==> config.mk <==
export PLATFORM = sky130hd
export DESIGN_NAME = aibcr3_dcc_crsgry_ctrl
export DESIGN_NICKNAME = d
export VERILOG_FILES = /design/src/rtl/aibcr3_dcc_pkg.sv /design/src/rtl/aibcr3_dcc_crs_integ.sv /design/src/rtl/aibcr3_dcc_crsgry_ctrl.sv
export SDC_FILE = /design/constraint.sdc
export NUM_CORES = 1
export LEC_CHECK = 0
export ABC_AREA = 0
export BUFFER_PORTS_ARGS = -buffer_cell sky130_fd_sc_hd__clkbuf_2
export CORE_ASPECT_RATIO = 1.4
export CORE_MARGIN = 2
export CORE_UTILIZATION = 57
export DETAILED_ROUTE_END_ITERATION = 6
export PLACE_DENSITY = 0.76
export SETUP_SLACK_MARGIN = 0.5
export SLEW_MARGIN = 10
export SYNTH_ARGS = -nofsm -noshare
export SYNTH_HDL_FRONTEND = slang
export SYNTH_HIERARCHICAL = 1
export SYNTH_SLANG_ARGS = --single-unit
==> constraint.sdc <==
create_clock -name CLK -period 3.1 [get_ports CLK]
set_input_delay 0.155 -clock CLK [delete_from_list [all_inputs] [get_ports CLK]]
set_output_delay 0.155 -clock CLK [all_outputs]
set_load 0.01 [all_outputs]
==> src/rtl/aibcr3_dcc_pkg.sv <==
// ---------------------------------------------------------------------------
// aibcr3_dcc_pkg
// Shared types and helpers for the DCC/DLL coarse-delay controller:
//   - crs_state_t : controller FSM states (IDLE, TRACK, SETTLE, LOCKED)
//   - crs_dir_t   : direction of the last code step (none / up / down)
//   - CRS_CODE_W / CRS_CODE_MAX : width and ceiling of the binary coarse code
//   - UNLOCK_RUN  : same-direction steps in a row that drop lock
//   - INTEG_TRIP  : integrator magnitude that releases a filtered step
//   - bin2gry()   : binary to reflected Gray conversion
// ---------------------------------------------------------------------------
package aibcr3_dcc_pkg;

  localparam int                    CRS_CODE_W   = 8;
  localparam logic [CRS_CODE_W-1:0] CRS_CODE_MAX = 8'd255;
  localparam int                    UNLOCK_RUN   = 4;
  localparam int                    INTEG_TRIP   = 4;

  typedef enum logic [1:0] {
    ST_IDLE,
    ST_TRACK,
    ST_SETTLE,
    ST_LOCKED
  } crs_state_t;

  typedef enum logic [1:0] {
    DIR_NONE,
    DIR_UP,
    DIR_DN
  } crs_dir_t;

  // Adjacent binary codes map to Gray codes that differ in a single bit,
  // which keeps the delay-line thermometer decoders glitch-free.
  function automatic logic [CRS_CODE_W-1:0] bin2gry(input logic [CRS_CODE_W-1:0] bin);
    return bin ^ (bin >> 1);
  endfunction

endpackage

==> src/rtl/aibcr3_dcc_crs_integ.sv <==
// ---------------------------------------------------------------------------
// aibcr3_dcc_crs_integ
// Phase-detector sample qualifier plus signed integrator. Only built when
// AIBCR3_DCC_CRS_FILTER_EN is defined. Every qualified sample moves the
// integrator one count; a step is released when it would reach +/-INTEG_TRIP,
// and the integrator restarts from zero.
// Ports:
//   i_clk     clock
//   i_rstb    synchronous active-low reset
//   i_clr     synchronous clear (loop disabled)
//   i_accept  controller is in a state that accepts samples
//   i_pdVld   phase-detector strobe
//   i_pdUp    phase-detector "delay too short"
//   i_pdDn    phase-detector "delay too long"
//   o_step    filtered step request (combinational, same cycle as sample)
//   o_up      direction of o_step (1 = up)
// ---------------------------------------------------------------------------
module aibcr3_dcc_crs_integ
  import aibcr3_dcc_pkg::*;
(
  input  logic i_clk,
  input  logic i_rstb,
  input  logic i_clr,
  input  logic i_accept,
  input  logic i_pdVld,
  input  logic i_pdUp,
  input  logic i_pdDn,
  output logic o_step,
  output logic o_up
);

  localparam logic signed [2:0] ACC_TOP = 3'(INTEG_TRIP - 1);

  logic signed [2:0] r_acc;
  logic              w_sample;

  assign w_sample = i_accept && i_pdVld && (i_pdUp ^ i_pdDn);
  assign o_up     = i_pdUp;

  // The stored value never leaves -3..+3: the sample that would reach the
  // trip level fires the step instead of being stored.
  assign o_step   = w_sample && (i_pdUp ? (r_acc == ACC_TOP) : (r_acc == -ACC_TOP));

  // Integrator register: cleared on reset, loop disable, or a released step.
  always_ff @(posedge i_clk) begin
    if (!i_rstb || i_clr || o_step) begin
      r_acc <= '0;
    end else if (w_sample) begin
      r_acc <= i_pdUp ? (r_acc + 3'sd1) : (r_acc - 3'sd1);
    end
  end

endmodule

==> src/rtl/aibcr3_dcc_crsgry_ctrl.sv <==
// ---------------------------------------------------------------------------
// aibcr3_dcc_crsgry_ctrl
// Coarse-delay controller: integrates phase-detector up/down decisions into
// a saturating 8-bit code, drives its Gray form to the coarse delay line,
// waits SETTLE_CYC cycles after each step and flags lock once the loop
// dithers around one tap.
// Optional macro AIBCR3_DCC_CRS_FILTER_EN: route samples through a +/-4
// integrator (aibcr3_dcc_crs_integ) instead of stepping on every sample.
// Ports:
//   CLK       clock
//   RSTb      synchronous active-low reset
//   en        loop enable (level)
//   pd_vld    phase-detector sample strobe
//   pd_up     request code+1 (qualified by pd_vld)
//   pd_dn     request code-1 (qualified by pd_vld)
//   gry       registered Gray code of bin_code
//   bin_code  current binary coarse code
//   locked    loop locked
//   sat_hi    code is 255
//   sat_lo    code is 0
//   busy      settling after a step
// ---------------------------------------------------------------------------
module aibcr3_dcc_crsgry_ctrl
  import aibcr3_dcc_pkg::*;
#(
  parameter logic [CRS_CODE_W-1:0] INIT_CODE    = 8'd128,
  parameter int                    SETTLE_CYC   = 7,
  parameter int                    LOCK_TOGGLES = 4
) (
  input  logic                  CLK,
  input  logic                  RSTb,
  input  logic                  en,
  input  logic                  pd_vld,
  input  logic                  pd_up,
  input  logic                  pd_dn,
  output logic [10:3]           gry,
  output logic [CRS_CODE_W-1:0] bin_code,
  output logic                  locked,
  output logic                  sat_hi,
  output logic                  sat_lo,
  output logic                  busy
);

  localparam logic [3:0] SETTLE_LAST = 4'(SETTLE_CYC - 1);
  localparam logic [2:0] LOCK_TOG    = 3'(LOCK_TOGGLES);
  localparam logic [2:0] UNLOCK_PRE  = 3'(UNLOCK_RUN - 1);

  crs_state_t            r_state, w_stateNext;
  logic [CRS_CODE_W-1:0] r_code, w_codeNext;
  logic [10:3]           r_gry;
  logic                  r_locked, w_lockedNext;
  logic                  r_busy, r_satHi, r_satLo;
  logic [3:0]            r_settleCnt, w_settleCntNext;
  logic [2:0]            r_togCnt, w_togCntNext;
  logic [2:0]            r_runCnt, w_runCntNext;
  crs_dir_t              r_lastDir, w_lastDirNext, w_dir;
  logic                  w_settleDone, w_accept, w_exitLock, w_step, w_up;

  // The last SETTLE cycle already accepts a sample, so the first accepted
  // sample lands on the same edge that busy falls.
  assign w_settleDone = (r_state == ST_SETTLE) && (r_settleCnt == 4'd0);
  assign w_accept     = en && ((r_state == ST_TRACK) || (r_state == ST_LOCKED) || w_settleDone);
  assign w_exitLock   = r_locked || (r_togCnt >= LOCK_TOG);
  assign w_dir        = w_up ? DIR_UP : DIR_DN;

`ifdef AIBCR3_DCC_CRS_FILTER_EN
  aibcr3_dcc_crs_integ u_integ (
    .i_clk    (CLK),
    .i_rstb   (RSTb),
    .i_clr    (~en),
    .i_accept (w_accept),
    .i_pdVld  (pd_vld),
    .i_pdUp   (pd_up),
    .i_pdDn   (pd_dn),
    .o_step   (w_step),
    .o_up     (w_up)
  );
`else
  assign w_step = w_accept && pd_vld && (pd_up ^ pd_dn);
  assign w_up   = pd_up;
`endif

  // State register.
  always_ff @(posedge CLK) begin
    if (!RSTb) begin
      r_state <= ST_IDLE;
    end else begin
      r_state <= w_stateNext;
    end
  end

  // Next-state logic: disable wins over everything, a step always (re)enters
  // SETTLE, and SETTLE exits to LOCKED when lock is held or newly earned.
  always_comb begin
    w_stateNext = r_state;
    if (!en) begin
      w_stateNext = ST_IDLE;
    end else begin
      case (r_state)
        ST_IDLE:   w_stateNext = ST_TRACK;
        ST_TRACK:  if (w_step) w_stateNext = ST_SETTLE;
        ST_SETTLE: begin
          if (w_step) begin
            w_stateNext = ST_SETTLE;
          end else if (w_settleDone) begin
            w_stateNext = w_exitLock ? ST_LOCKED : ST_TRACK;
          end
        end
        ST_LOCKED: if (w_step) w_stateNext = ST_SETTLE;
        default:   w_stateNext = ST_IDLE;
      endcase
    end
  end

  // Datapath next values: saturating code, settle countdown, and the
  // direction history that drives lock (reversal count) and unlock (run of
  // same-direction steps). Lock is evaluated at SETTLE exit before any step
  // taken in that same cycle can clear it again.
  always_comb begin
    w_codeNext      = r_code;
    w_lockedNext    = r_locked;
    w_settleCntNext = r_settleCnt;
    w_togCntNext    = r_togCnt;
    w_runCntNext    = r_runCnt;
    w_lastDirNext   = r_lastDir;
    if (!en) begin
      w_lockedNext    = 1'b0;
      w_settleCntNext = '0;
      w_togCntNext    = '0;
      w_runCntNext    = '0;
      w_lastDirNext   = DIR_NONE;
    end else begin
      if (w_settleDone) begin
        w_lockedNext = w_exitLock;
      end else if (r_state == ST_SETTLE) begin
        w_settleCntNext = r_settleCnt - 4'd1;
      end
      if (w_step) begin
        w_settleCntNext = SETTLE_LAST;
        w_lastDirNext   = w_dir;
        if (w_up) begin
          if (r_code != CRS_CODE_MAX) w_codeNext = r_code + 8'd1;
        end else begin
          if (r_code != '0) w_codeNext = r_code - 8'd1;
        end
        if (r_lastDir == DIR_NONE) begin
          w_togCntNext = '0;
          w_runCntNext = 3'd1;
        end else if (r_lastDir != w_dir) begin
          w_togCntNext = (r_togCnt == 3'd7) ? r_togCnt : (r_togCnt + 3'd1);
          w_runCntNext = 3'd1;
        end else begin
          w_togCntNext = '0;
          w_runCntNext = (r_runCnt == 3'd7) ? r_runCnt : (r_runCnt + 3'd1);
          if (r_runCnt >= UNLOCK_PRE) w_lockedNext = 1'b0;
        end
      end
    end
  end

  // Datapath and output registers; Gray and saturation flags are derived from
  // the next code so they change on the same edge as bin_code.
  always_ff @(posedge CLK) begin
    if (!RSTb) begin
      r_code      <= INIT_CODE;
      r_gry       <= bin2gry(INIT_CODE);
      r_locked    <= 1'b0;
      r_busy      <= 1'b0;
      r_satHi     <= (INIT_CODE == CRS_CODE_MAX);
      r_satLo     <= (INIT_CODE == '0);
      r_settleCnt <= '0;
      r_togCnt    <= '0;
      r_runCnt    <= '0;
      r_lastDir   <= DIR_NONE;
    end else begin
      r_code      <= w_codeNext;
      r_gry       <= bin2gry(w_codeNext);
      r_locked    <= w_lockedNext;
      r_busy      <= (w_stateNext == ST_SETTLE);
      r_satHi     <= (w_codeNext == CRS_CODE_MAX);
      r_satLo     <= (w_codeNext == '0);
      r_settleCnt <= w_settleCntNext;
      r_togCnt    <= w_togCntNext;
      r_runCnt    <= w_runCntNext;
      r_lastDir   <= w_lastDirNext;
    end
  end

  assign bin_code = r_code;
  assign gry      = r_gry;
  assign locked   = r_locked;
  assign busy     = r_busy;
  assign sat_hi   = r_satHi;
  assign sat_lo   = r_satLo;

endmodule
==> out/qor.yml, run 1 <==
outcome: "completed"
io_pins: 26
clock_skew_ns: 0.00649
synth_cells: 237
die_area_um2: 3910
synth_area_per_cell_um2: 8.23
synth_warnings: 6
setup_viol: 0
gp_congestion: 0.863
met3_usage_pct: 5.53
use_met1_pct: 26.4
syn2layout_area_growth_pct: 11.0
synthFlopType: "dfxtp_1"
synth_common_cells: "dfxtp_1 (33), nor2_1 (24), nand2_1 (17), ha_1 (16)"
clkPwrFrac_pct: 35.5
grt_overflow: 0
synth.distinct_cells: 57
cts_resized: 0
slew_violations: 0
p_sw_uw: 245
grt_use_total_pct: 24.5
drt_wl_total_mm: 4.26
start_util_pct: 58.8
worstSetupEndpointType: "register"
port_buffers: 25
synth-async-reset-ratio_pct: 0
required_ns: 3.29
min_path_type: "input port to register"
grt_pass1_wl_mm: 7.07
setup_tns_ns: 0
power.density_nw_per_um2: 411
antenna_found_initial: 0
swShare_pct: 27.6
layout_setup_ws_ns: 0.669
crit_fanout: 8
period_needed_ns: 2.43
clk_pin_slew_ns: 0.07
worst_pin_slew_ns: 0.498
hold_viol: 0
post_cts_buffers: 0
seqPwrFrac_pct: 50.7
final_antenna_net_count: 0
critPathKind: "register to register"
core_area_um2: 3320
p_comb_share_pct: 13.8
arrival_ns: 2.62
drive_above_1_share_pct: 17.5
die_w_um: 53.4
ys_seq_elements: 33
critPathLaunchType: "register"
seqCellArea_um2: 661
leakagePower_nw: 0.899
hpwl_mm: 3.14
cts_sinks: 33
internal-power_uw: 644
grt_setup_unrepaired: "yes"
dp.cells: 289
drt_iter0_markers: 69
yosysMostFrequentCell: "dfxtp_1"
globalRoute.busiestLayer: "met2"
dpl_worst_slack_ns: 0.519
synth_area_leader_cell: "dfxtp_1"
ff2ff_path_depth: 8
numCtsBuffers: 5
synth_area_leaders: "dfxtp_1 (34%), ha_1 (10%), nor2_1 (4.6%)"
multi_input_area_um2: 1170
viasPerCell: 5.84
cts_tree: "yes"
diodes: 0
reg2reg_slack_ns: 0.67
synth_edf_count: 0
wire_per_inst_um: 14.3
vdd.ir_drop.worst_v: 0.000343
nFillCells: 306
min_period_over_period_pct: 78.4
fp.dieH_um: 73.2
drv_cap: 0
syn-cell-area_um2: 1950
ctsRootBufferMaster: "clkbuf_8"
power.total_uw: 889
use_met2_pct: 45.3
htreeDepth: 2
fin_cells: 297
seq_area_frac_synth_pct: 33.9
max_freq_ghz: 0.411
yosys.area.top_type_share_pct: 33.9
grt_pass1_vias: 1656
holdPathStages: 2
insertion_delay_ns: 0.29
nets: 278
cts_buffer_depth: 2
drc_errors: 0
rows: 25
synth_nets: 259
drt_first_pass_iters: 4
vias: 1733
relSlewSlack_pct: 66.3
utilization_pct: 65.3
grt_max_degree: 22
cts_hold_buf: 0
## sequential cells by signal (all words and copies together), names as in the netlist
signal	count
bin_code	8
gry	7
r_settleCnt	4
r_runCnt	3
r_togCnt	3
r_lastDir	2
r_state	2
busy	1
locked	1
sat_hi	1
sat_lo	1
## critical path, stage by stage (launching register included)
cell and delay (ns):
dfxtp_1 0.37, inv_1 0.14, ha_1 0.22, or3b_1 0.46
o21ai_2 0.20, o21ai_1 0.09, a221o_1 0.42, ha_1 0.28
and2_1 0.15
## cells in the final DEF (no fill, tap or decap), types with 3 or more instances in the layout
master,instances
xnor2_1,4
nor2_1,24
and2_1,3
a211oi_1,4
o21ai_0,9
nor2b_1,3
clkbuf_8,5
or3_1,3
dfxtp_1,33
nand2b_1,4
clkbuf_2,25
nor3_1,14
ha_1,16
nand3_1,3
a31oi_1,3
xor2_1,3
inv_1,15
a22oi_1,3
nand2_1,17
a21oi_1,15
## cell type report
class,instances,area share [%]
flip-flops and latches,33,30.5
clock inverters,3,0.809
clock buffers,5,3.18
well taps,40,2.31
inverters,17,2.95
repair buffers,26,6.13
multi-input cells,173,54.1
## power groups by stage
stage	registers (mW)	logic (mW)	clock network (mW)
floorplan	0.458	0.0908	0
global placement	0.460	0.120	0
detailed placement	0.460	0.121	0
CTS	0.450	0.121	0.326
global route	0.452	0.138	0.340
finish	0.451	0.123	0.316
## kinds of logic (layout without fill, tap and decap cells)
group,Yosys count,count (layout),synth area share [%]
and+or+nand+nor,88,88,23.7
adders and majority gates,16,16,10.3
xor gates and xnor gates,7,7,3.15
buffers and inverters,31,51,6.61
AOI/OAI and AO/OA,60,60,21.3
DFF,33,33,33.9
muxes,2,2,1.03
## path summary, 6_finish.rpt
kind | startpoint | endpoint
worst min-delay path | RSTb | gry[9]
worst max register to register | bin_code[1] | gry[7]
worst max-delay path | bin_code[1] | gry[7]
worst min register to register | r_lastDir[0] | r_lastDir[0]
## per-stage QoR
step	cell area, µm²	hold slack [ns]
3_5_place_dp	2070	0.460
3_3_place_gp	2070	0.452
2_1_floorplan	1950	0.228
4_1_cts	2150	0.150
5_1_grt	2160	0.169
6_report	2160	0.147
## per-layer routing
| layer | part of all wire (%) | up-vias |
|---|---|---|
| li1 | - | 880 |
| met1 | 40 | 799 |
| met2 | 54 | 48 |
| met3 | 4.2 | 6 |
| met4 | 1.4 | 0 |
| met5 | 0 | - |
Power figures use the tool's default switching activity.
==> inputs of run 2 (changes only) <==
--- a/config.mk
+++ b/config.mk
@@ -5,13 +5,13 @@
 export SDC_FILE = /design/constraint.sdc
 export NUM_CORES = 1
 export LEC_CHECK = 0
-export ABC_AREA = 0
+export ABC_AREA = 1
 export BUFFER_PORTS_ARGS = -buffer_cell sky130_fd_sc_hd__clkbuf_2
 export CORE_ASPECT_RATIO = 1.4
 export CORE_MARGIN = 2
-export CORE_UTILIZATION = 57
+export CORE_UTILIZATION = 58
 export DETAILED_ROUTE_END_ITERATION = 6
-export PLACE_DENSITY = 0.76
+export PLACE_DENSITY = 0.77
 export SETUP_SLACK_MARGIN = 0.5
 export SLEW_MARGIN = 10
 export SYNTH_ARGS = -nofsm -noshare
==> constraint.sdc (replaced) <==
create_clock -name CLK -period 2.5 [get_ports CLK]
set_input_delay 0.125 -clock CLK [delete_from_list [all_inputs] [get_ports CLK]]
set_output_delay 0.125 -clock CLK [all_outputs]
set_load 0.01 [all_outputs]
==> run 2 against run 1 <==
- global-route usage up 0.12 points
- highest routed layer unchanged
- area after synthesis grew 6.0%
- largest cell class unchanged
- largest power group unchanged
- synthesized cell count increased by 24%
- sequential share of layout area decreased by 3.3 points
- clock skew increased by 0.0040 ns
- cell area grew 15%
==> out/qor.yml, run 2 <==
vdd.ir_drop.worst_v: 0.000396  # was 0.000343 V
syn-cell-area_um2: 2070  # was 1950 µm²
synth_nets: 316  # was 259
critPathLaunchType: "register"  # unchanged
yosys.area.top_type_share_pct: 32.0  # was 33.9%
synth_cells: 294  # was 237
drv_cap: 0  # unchanged
final_common_cell: "nand2_1"  # was dfxtp_1
slew_violations: 0  # unchanged
gp_congestion: 0.945  # was 0.863
mostFrequentLayoutCells: "nand2_1 (70), inv_1 (29), dfxtp_1 (27), nor2_1 (26), nand3_1 (26)"  # was dfxtp_1 (33), clkbuf_2 (25), nor2_1 (24), nand2_1 (17), ha_1 (16)
grt_overflow: 0  # unchanged
drive_above_1_share_pct: 29.1  # was 17.5%
die_w_um: 54.5  # was 53.4 µm
synth_edf_count: 0  # unchanged
port_buffers: 25  # unchanged
ys_seq_elements: 33  # unchanged
numCtsBuffers: 5  # unchanged
synth-async-reset-ratio_pct: 0  # unchanged
synthFlopType: "dfxtp_1"  # unchanged
slowest_delay_ns: 0.31  # was 0.46 ns
crit_fanout: 6  # was 8
io_pins: 26  # unchanged
nets: 351  # was 278
core_area_um2: 3410  # was 3320 µm²
worst_pin_slew_ns: 0.466  # was 0.498 ns
start_util_pct: 60.6  # was 58.8%
yosysMostFrequentCell: "nand2_1"  # was dfxtp_1
setup_viol: 0  # unchanged
cts_tree: "yes"  # unchanged
htreeDepth: 2  # unchanged
largest_reg_flops: 8  # unchanged
drc_errors: 0  # unchanged
nFillCells: 283  # was 306
cts_sinks: 33  # unchanged
max_freq_ghz: 0.522  # was 0.411 GHz
met3RoutedLength_um: 222  # was 177 µm
seq_area_frac_synth_pct: 32.0  # was 33.9%
arrival_ns: 2.10  # was 2.62 ns
hpwl_mm: 3.33  # was 3.14 mm
wl_met1_mm: 1.88  # was 1.70 mm
hold_viol: 0  # unchanged
synth_area_leaders: "dfxtp_1 (32%), nand2_1 (14%), ha_1 (9.7%)"  # was dfxtp_1 (34%), ha_1 (10%), nor2_1 (4.6%)
clock_skew_ns: 0.0105  # was 0.00649 ns
relSlewSlack_pct: 68.9  # was 66.3%
dpl_worst_slack_ns: 0.384  # was 0.519 ns
critPathKind: "register to register"  # unchanged
top_layer_used: "met4"  # unchanged
leakagePower_nw: 1.21  # was 0.899 nW
outcome: "completed"  # unchanged
rows: 25  # unchanged
diodes: 0  # unchanged
fp.dieH_um: 74.6  # was 73.2 µm
cts_buffer_depth: 2  # unchanged
synth.distinct_cells: 34  # was 57
cp_cell_sequence: "inv_1 -> ha_4 -> nand3_1 -> nand2_2 -> nand2_4 -> buf_4 -> a21oi_2 -> nand2_2 -> nand2_2 -> ha_1 -> or2_2"  # was inv_1 -> ha_1 -> or3b_1 -> o21ai_2 -> o21ai_1 -> a221o_1 -> ha_1 -> and2_1
period_needed_ns: 1.92  # was 2.43 ns
grt_use_total_pct: 24.7  # was 24.5%
layout_setup_ws_ns: 0.582  # was 0.669 ns
antenna_found_initial: 0  # unchanged
vias: 1956  # was 1733
cts_hold_buf: 0  # unchanged
final_antenna_net_count: 0  # unchanged
grt_setup_unrepaired: "no"  # was yes
crit_top_cell: "nand2_2"  # was ha_1
viasPerCell: 5.29  # was 5.84
ctsRootBufferMaster: "clkbuf_8"  # unchanged
drt_first_pass_iters: 4  # unchanged
crit_path_top_delay_cell: "dfxtp_1"  # was or3b_1
min_period_over_period_pct: 76.7  # was 78.4%
min_path_type: "input port to register"  # unchanged
power.density_nw_per_um2: 479  # was 411 nW/µm²
syn2layout_area_growth_pct: 20.0  # was 11.0%
synth_area_per_cell_um2: 7.03  # was 8.23 µm²
synth_warnings: 6  # unchanged
insertion_delay_ns: 0.29  # about the same
drt_iter0_markers: 57  # was 69
clk_pin_slew_ns: 0.08  # was 0.07 ns
grt_max_degree: 17  # was 22
wl_met2_mm: 2.53  # was 2.32 mm
grt_pass1_vias: 1732  # was 1656
worstSetupEndpointType: "register"  # unchanged
grt_pass1_wl_mm: 7.36  # was 7.07 mm
die_area_um2: 4060  # was 3910 µm²
wire_per_inst_um: 12.7  # was 14.3 µm
drt_wl_total_mm: 4.70  # was 4.26 mm
required_ns: 2.69  # was 3.29 ns
setup_tns_ns: 0  # unchanged
synth_area_leader_cell: "dfxtp_1"  # unchanged
synth_common_cells: "nand2_1 (75), dfxtp_1 (33), inv_1 (32), nor2_1 (29), nand3_1 (27)"  # was dfxtp_1 (33), nor2_1 (24), nand2_1 (17), ha_1 (16)
## run 2: cell types whose count changed in the layout (fill, tap and decap cells not counted), sizes merged, moves of 4 or more
cell / change
buf: +10
nand2b: -5
inv: +19
nor3: -13
nand3: +25
xnor2: -4
nor2: +13
and2: -4
nand2: +65
## run 2: per-stage QoR
stage	total power, mW	utilization, %	hold slack (ns)	instances	cell area (µm²)
after floorplan	0.649	-	0.317	294	2070
after global placement	0.676	63.8	0.455	351	2170
after detailed placement	0.677	63.8	0.463	351	2170
after CTS	1.18	67.7	0.156	359	2310
after global routing	1.24	72.7	0.176	370	2480
final	1.19	72.7	0.156	370	2480
## run 2: critical path, delay by kind of cell (launching register included)
kind	cells	cell delay [ns]
AOI/OAI and AO/OA	1	0.10
adders and majority gates	2	0.38
buffers and inverters	2	0.26
DFF	1	0.31
and+or+nand+nor	6	0.77
## run 2: final cells by class
type / count / area [µm²] / share of cell area (%)
inverters: 37 / 146 / 5.90
repair buffers: 36 / 208 / 8.38
well taps: 40 / 50.0 / 2.02
clock inverters: 3 / 46.3 / 1.87
flip-flops and latches: 33 / 676 / 27.2
clock buffers: 5 / 68.8 / 2.77
multi-input cells: 216 / 1280 / 51.8
## run 2: metal layers
metal	vias up	track usage, %
li1	1014	-
met1	883	27.0
met2	51	46.1
met3	8	4.96
met4	0	7.50
met5	-	0
## run 2: kinds of logic (layout without fill, tap and decap cells)
| family | count (synthesis) | after routing | share of synthesized area [%] |
|---|---|---|---|
| buffers and inverters | 46 | 81 | 10.4 |
| XOR/XNOR | 5 | 5 | 2.48 |
| flip-flops | 33 | 33 | 32.0 |
| AND/OR/NAND/NOR | 159 | 160 | 35.4 |
| AO/OA/AOI/OAI | 35 | 35 | 10.0 |
| adder cells (fa/ha/maj) | 16 | 16 | 9.69 |
## run 2: timing repair
item                                   CTS  global route
endpoints found under the hold margin    0             0
setup endpoints to repair                5             7
pin swaps                                1             7
setup buffers                            0            10
resized for setup                        9            26
cloned                                   0             1
## run 2: power by group
part           internal, mW  switching (mW)
clock network         0.298           0.209
registers             0.534          0.0120
logic                0.0513          0.0838
## run 2: path summary, 6_finish.rpt
kind | start | endpoint | slack (ns) | cells past startpoint
worst max-delay path | r_settleCnt[1] | gry[9] | 0.58 | 11
worst max register to register | r_settleCnt[1] | gry[9] | 0.58 | 11
worst min register to register | r_togCnt[1] | r_togCnt[1] | 0.48 | 2
worst min-delay path | RSTb | bin_code[7] | 0.16 | 2
==> inputs of run 3 (changes only) <==
--- a/config.mk
+++ b/config.mk
@@ -5,13 +5,13 @@
 export SDC_FILE = /design/constraint.sdc
 export NUM_CORES = 1
 export LEC_CHECK = 0
-export ABC_AREA = 1
+export ABC_AREA = 0
 export BUFFER_PORTS_ARGS = -buffer_cell sky130_fd_sc_hd__clkbuf_2
 export CORE_ASPECT_RATIO = 1.4
 export CORE_MARGIN = 2
-export CORE_UTILIZATION = 58
+export CORE_UTILIZATION = 57
 export DETAILED_ROUTE_END_ITERATION = 6
-export PLACE_DENSITY = 0.77
+export PLACE_DENSITY = 0.76
 export SETUP_SLACK_MARGIN = 0.5
 export SLEW_MARGIN = 10
 export SYNTH_ARGS = -nofsm -noshare
==> constraint.sdc (replaced) <==
create_clock -name CLK -period 2 [get_ports CLK]
set_input_delay 0.1 -clock CLK [delete_from_list [all_inputs] [get_ports CLK]]
set_output_delay 0.1 -clock CLK [all_outputs]
set_load 0.01 [all_outputs]
==> run 3 against run 2 <==
- the run now ends with setup timing left
- first-iteration DRC count increased to 2.7 times the previous value
- critical path depth decreased by 1
- core utilization increased by 18 points
- wire length increased by 57%
- flip-flop and latch count unchanged
- count of clock-buffer cells in the layout increased by 3
- cell area increased by 21%
- non-clock buffer count increased by 43
- clock skew decreased by 0.0051 ns
- highest routed layer unchanged
- fmax decreased by 14%
- combinational power increased to 2.7 times the previous value
==> out/qor.yml, run 3 (synthesized netlist as in run 1, its figures left out) <==
start_util_pct: 58.8  # was 60.6%
die_area_um2: 3910  # was 4060 µm²
cts_tree: "yes"  # unchanged
grt_setup_unrepaired: "yes"  # was no
largest_reg_flops: 8  # unchanged
drv_cap: 0  # unchanged
numCtsBuffers: 5  # unchanged
grt_max_degree: 21  # was 17
port_buffers: 25  # unchanged
cts_buffer_depth: 2  # unchanged
final_common_cell: "buf_4"  # was nand2_1
core_area_um2: 3320  # was 3410 µm²
worstSetupEndpointType: "register"  # unchanged
setup_viol: 13  # was 0
min_path_type: "input port to register"  # unchanged
vias: 2294  # was 1956
wire_per_inst_um: 21.0  # was 12.7 µm
die_w_um: 53.4  # was 54.5 µm
crit_fanout: 8  # was 6
period_needed_ns: 2.23  # was 1.92 ns
grt_use_total_pct: 34.7  # was 24.7%
clk_pin_slew_ns: 0.07  # was 0.08 ns
mostFrequentLayoutCells: "buf_4 (47), dfxtp_1 (26), clkbuf_2 (25), nor2_1 (18), nand2_1 (15)"  # was nand2_1 (70), inv_1 (29), dfxtp_1 (27), nor2_1 (26), nand3_1 (26)
drt_first_pass_iters: 6  # was 4
clock_skew_ns: 0.00542  # was 0.0105 ns
grt_pass1_vias: 2151  # was 1732
insertion_delay_ns: 0.29  # about the same
leakagePower_nw: 1.27  # was 1.21 nW
cts_sinks: 33  # unchanged
drt_wl_total_mm: 7.39  # was 4.70 mm
hold_viol: 0  # unchanged
violations: "setup timing"
slew_violations: 0  # unchanged
layout_setup_ws_ns: -0.226  # was 0.582 ns
ctsRootBufferMaster: "clkbuf_8"  # unchanged
syn2layout_area_growth_pct: 54.0  # was 20.0%
power.density_nw_per_um2: 554  # was 479 nW/µm²
gp_congestion: 0.885  # was 0.945
antenna_found_initial: 0  # unchanged
critPathKind: "register to register"  # unchanged
vdd.ir_drop.worst_v: 0.000698  # was 0.000396 V
outcome: "complete, but fails checks"  # was completed
drt_iter0_markers: 154  # was 57
relSlewSlack_pct: 67.5  # was 68.9%
diodes: 0  # unchanged
grt_pass1_wl_mm: 9.81  # was 7.36 mm
arrival_ns: 2.45  # was 2.10 ns
htreeDepth: 2  # unchanged
nets: 332  # was 351
rows: 25  # unchanged
drc_errors: 0  # unchanged
max_freq_ghz: 0.449  # was 0.522 GHz
holdWs_ns: 0.119  # was 0.156 ns
final_antenna_net_count: 0  # unchanged
drive_above_1_share_pct: 51.8  # was 29.1%
setup_tns_ns: -1.87  # was 0 ns
hpwl_mm: 4.03  # was 3.33 mm
grt_overflow: 0  # unchanged
fp.dieH_um: 73.2  # was 74.6 µm
viasPerCell: 6.54  # was 5.29
worst_pin_slew_ns: 0.485  # was 0.466 ns
nFillCells: 157  # was 283
min_period_over_period_pct: 111  # was 76.7%
io_pins: 26  # unchanged
required_ns: 2.22  # was 2.69 ns
critPathLaunchType: "register"  # unchanged
run 3: cell count changes in the layout (fill, tap and decap cells not counted), sizes merged, moves of 4 or more:
cell / before / now
and2: 0 / 4
buf: 11 / 54
inv: 36 / 17
nand2: 82 / 17
nand2b: 0 / 5
nand3: 28 / 3
nor2: 37 / 24
nor3: 2 / 15
xnor2: 0 / 4
run 3: layout make-up:
type | instances | area, µm² | area share (%)
clock buffers | 8 | 111 | 3.71
repair buffers | 79 | 561 | 18.7
well taps | 40 | 50.0 | 1.67
inverters | 17 | 71.3 | 2.37
multi-input cells | 174 | 1540 | 51.1
flip-flops and latches | 33 | 674 | 22.5
run 3: worst paths after layout:
check	cells after the start	slack, ns	startpoint	endpoint
setup reg to reg	10	-0.23	bin_code[6]	sat_lo
setup / recovery	10	-0.23	bin_code[6]	sat_lo
hold reg to reg	2	0.54	r_togCnt[0]	r_togCnt[0]
hold / removal	2	0.12	RSTb	gry[9]
run 3: worst max-delay path: stages (launching register included):
cell     delay (ns)
dfxtp_2        0.37
buf_4          0.18
nand4_1        0.23
or2_1          0.39
nand2_1        0.15
a21oi_4        0.08
xnor2_2        0.21
buf_4          0.16
ha_1           0.19
nand3_4        0.09
nor3_2         0.11
run 3: routing by layer:
layer,track usage [%],vias up,part of all wire [%]
met3,7.58,46,7.7
met5,0,-,0
li1,-,1003,-
met2,65.8,168,54
met1,33.2,1077,33
met4,17.7,0,4.9
run 3: what timing repair did:
action | in CTS | in global routing
setup buffers | 7 | 2
pin swaps | 15 | 11
hold buffers | 0 | 0
setup endpoints to repair | 30 | 31
gates cloned | 1 | 0
gates resized for setup | 35 | 24
run 3: per-stage QoR:
| stage | power, mW | worst slack [ns] | cells | instance area, µm² | util (%) |
|---|---|---|---|---|---|
| floorplan | 0.872 | -0.115 | 237 | 2140 | - |
| global placement | 0.960 | -0.229 | 333 | 2540 | 76.6 |
| detailed placement | 0.966 | -0.265 | 333 | 2540 | 76.6 |
| CTS | 1.60 | -0.154 | 349 | 2890 | 87.1 |
| global route | 1.72 | -0.384 | 351 | 3000 | 90.6 |
| finish | 1.66 | -0.226 | 351 | 3000 | 90.6 |
run 3: power breakdown:
group	total [mW]	switching, mW	internal, mW	leakage (nW)
sequential	0.693	0.0183	0.675	0.270
clock	0.605	0.249	0.356	0.0566
combinational	0.365	0.194	0.171	0.946
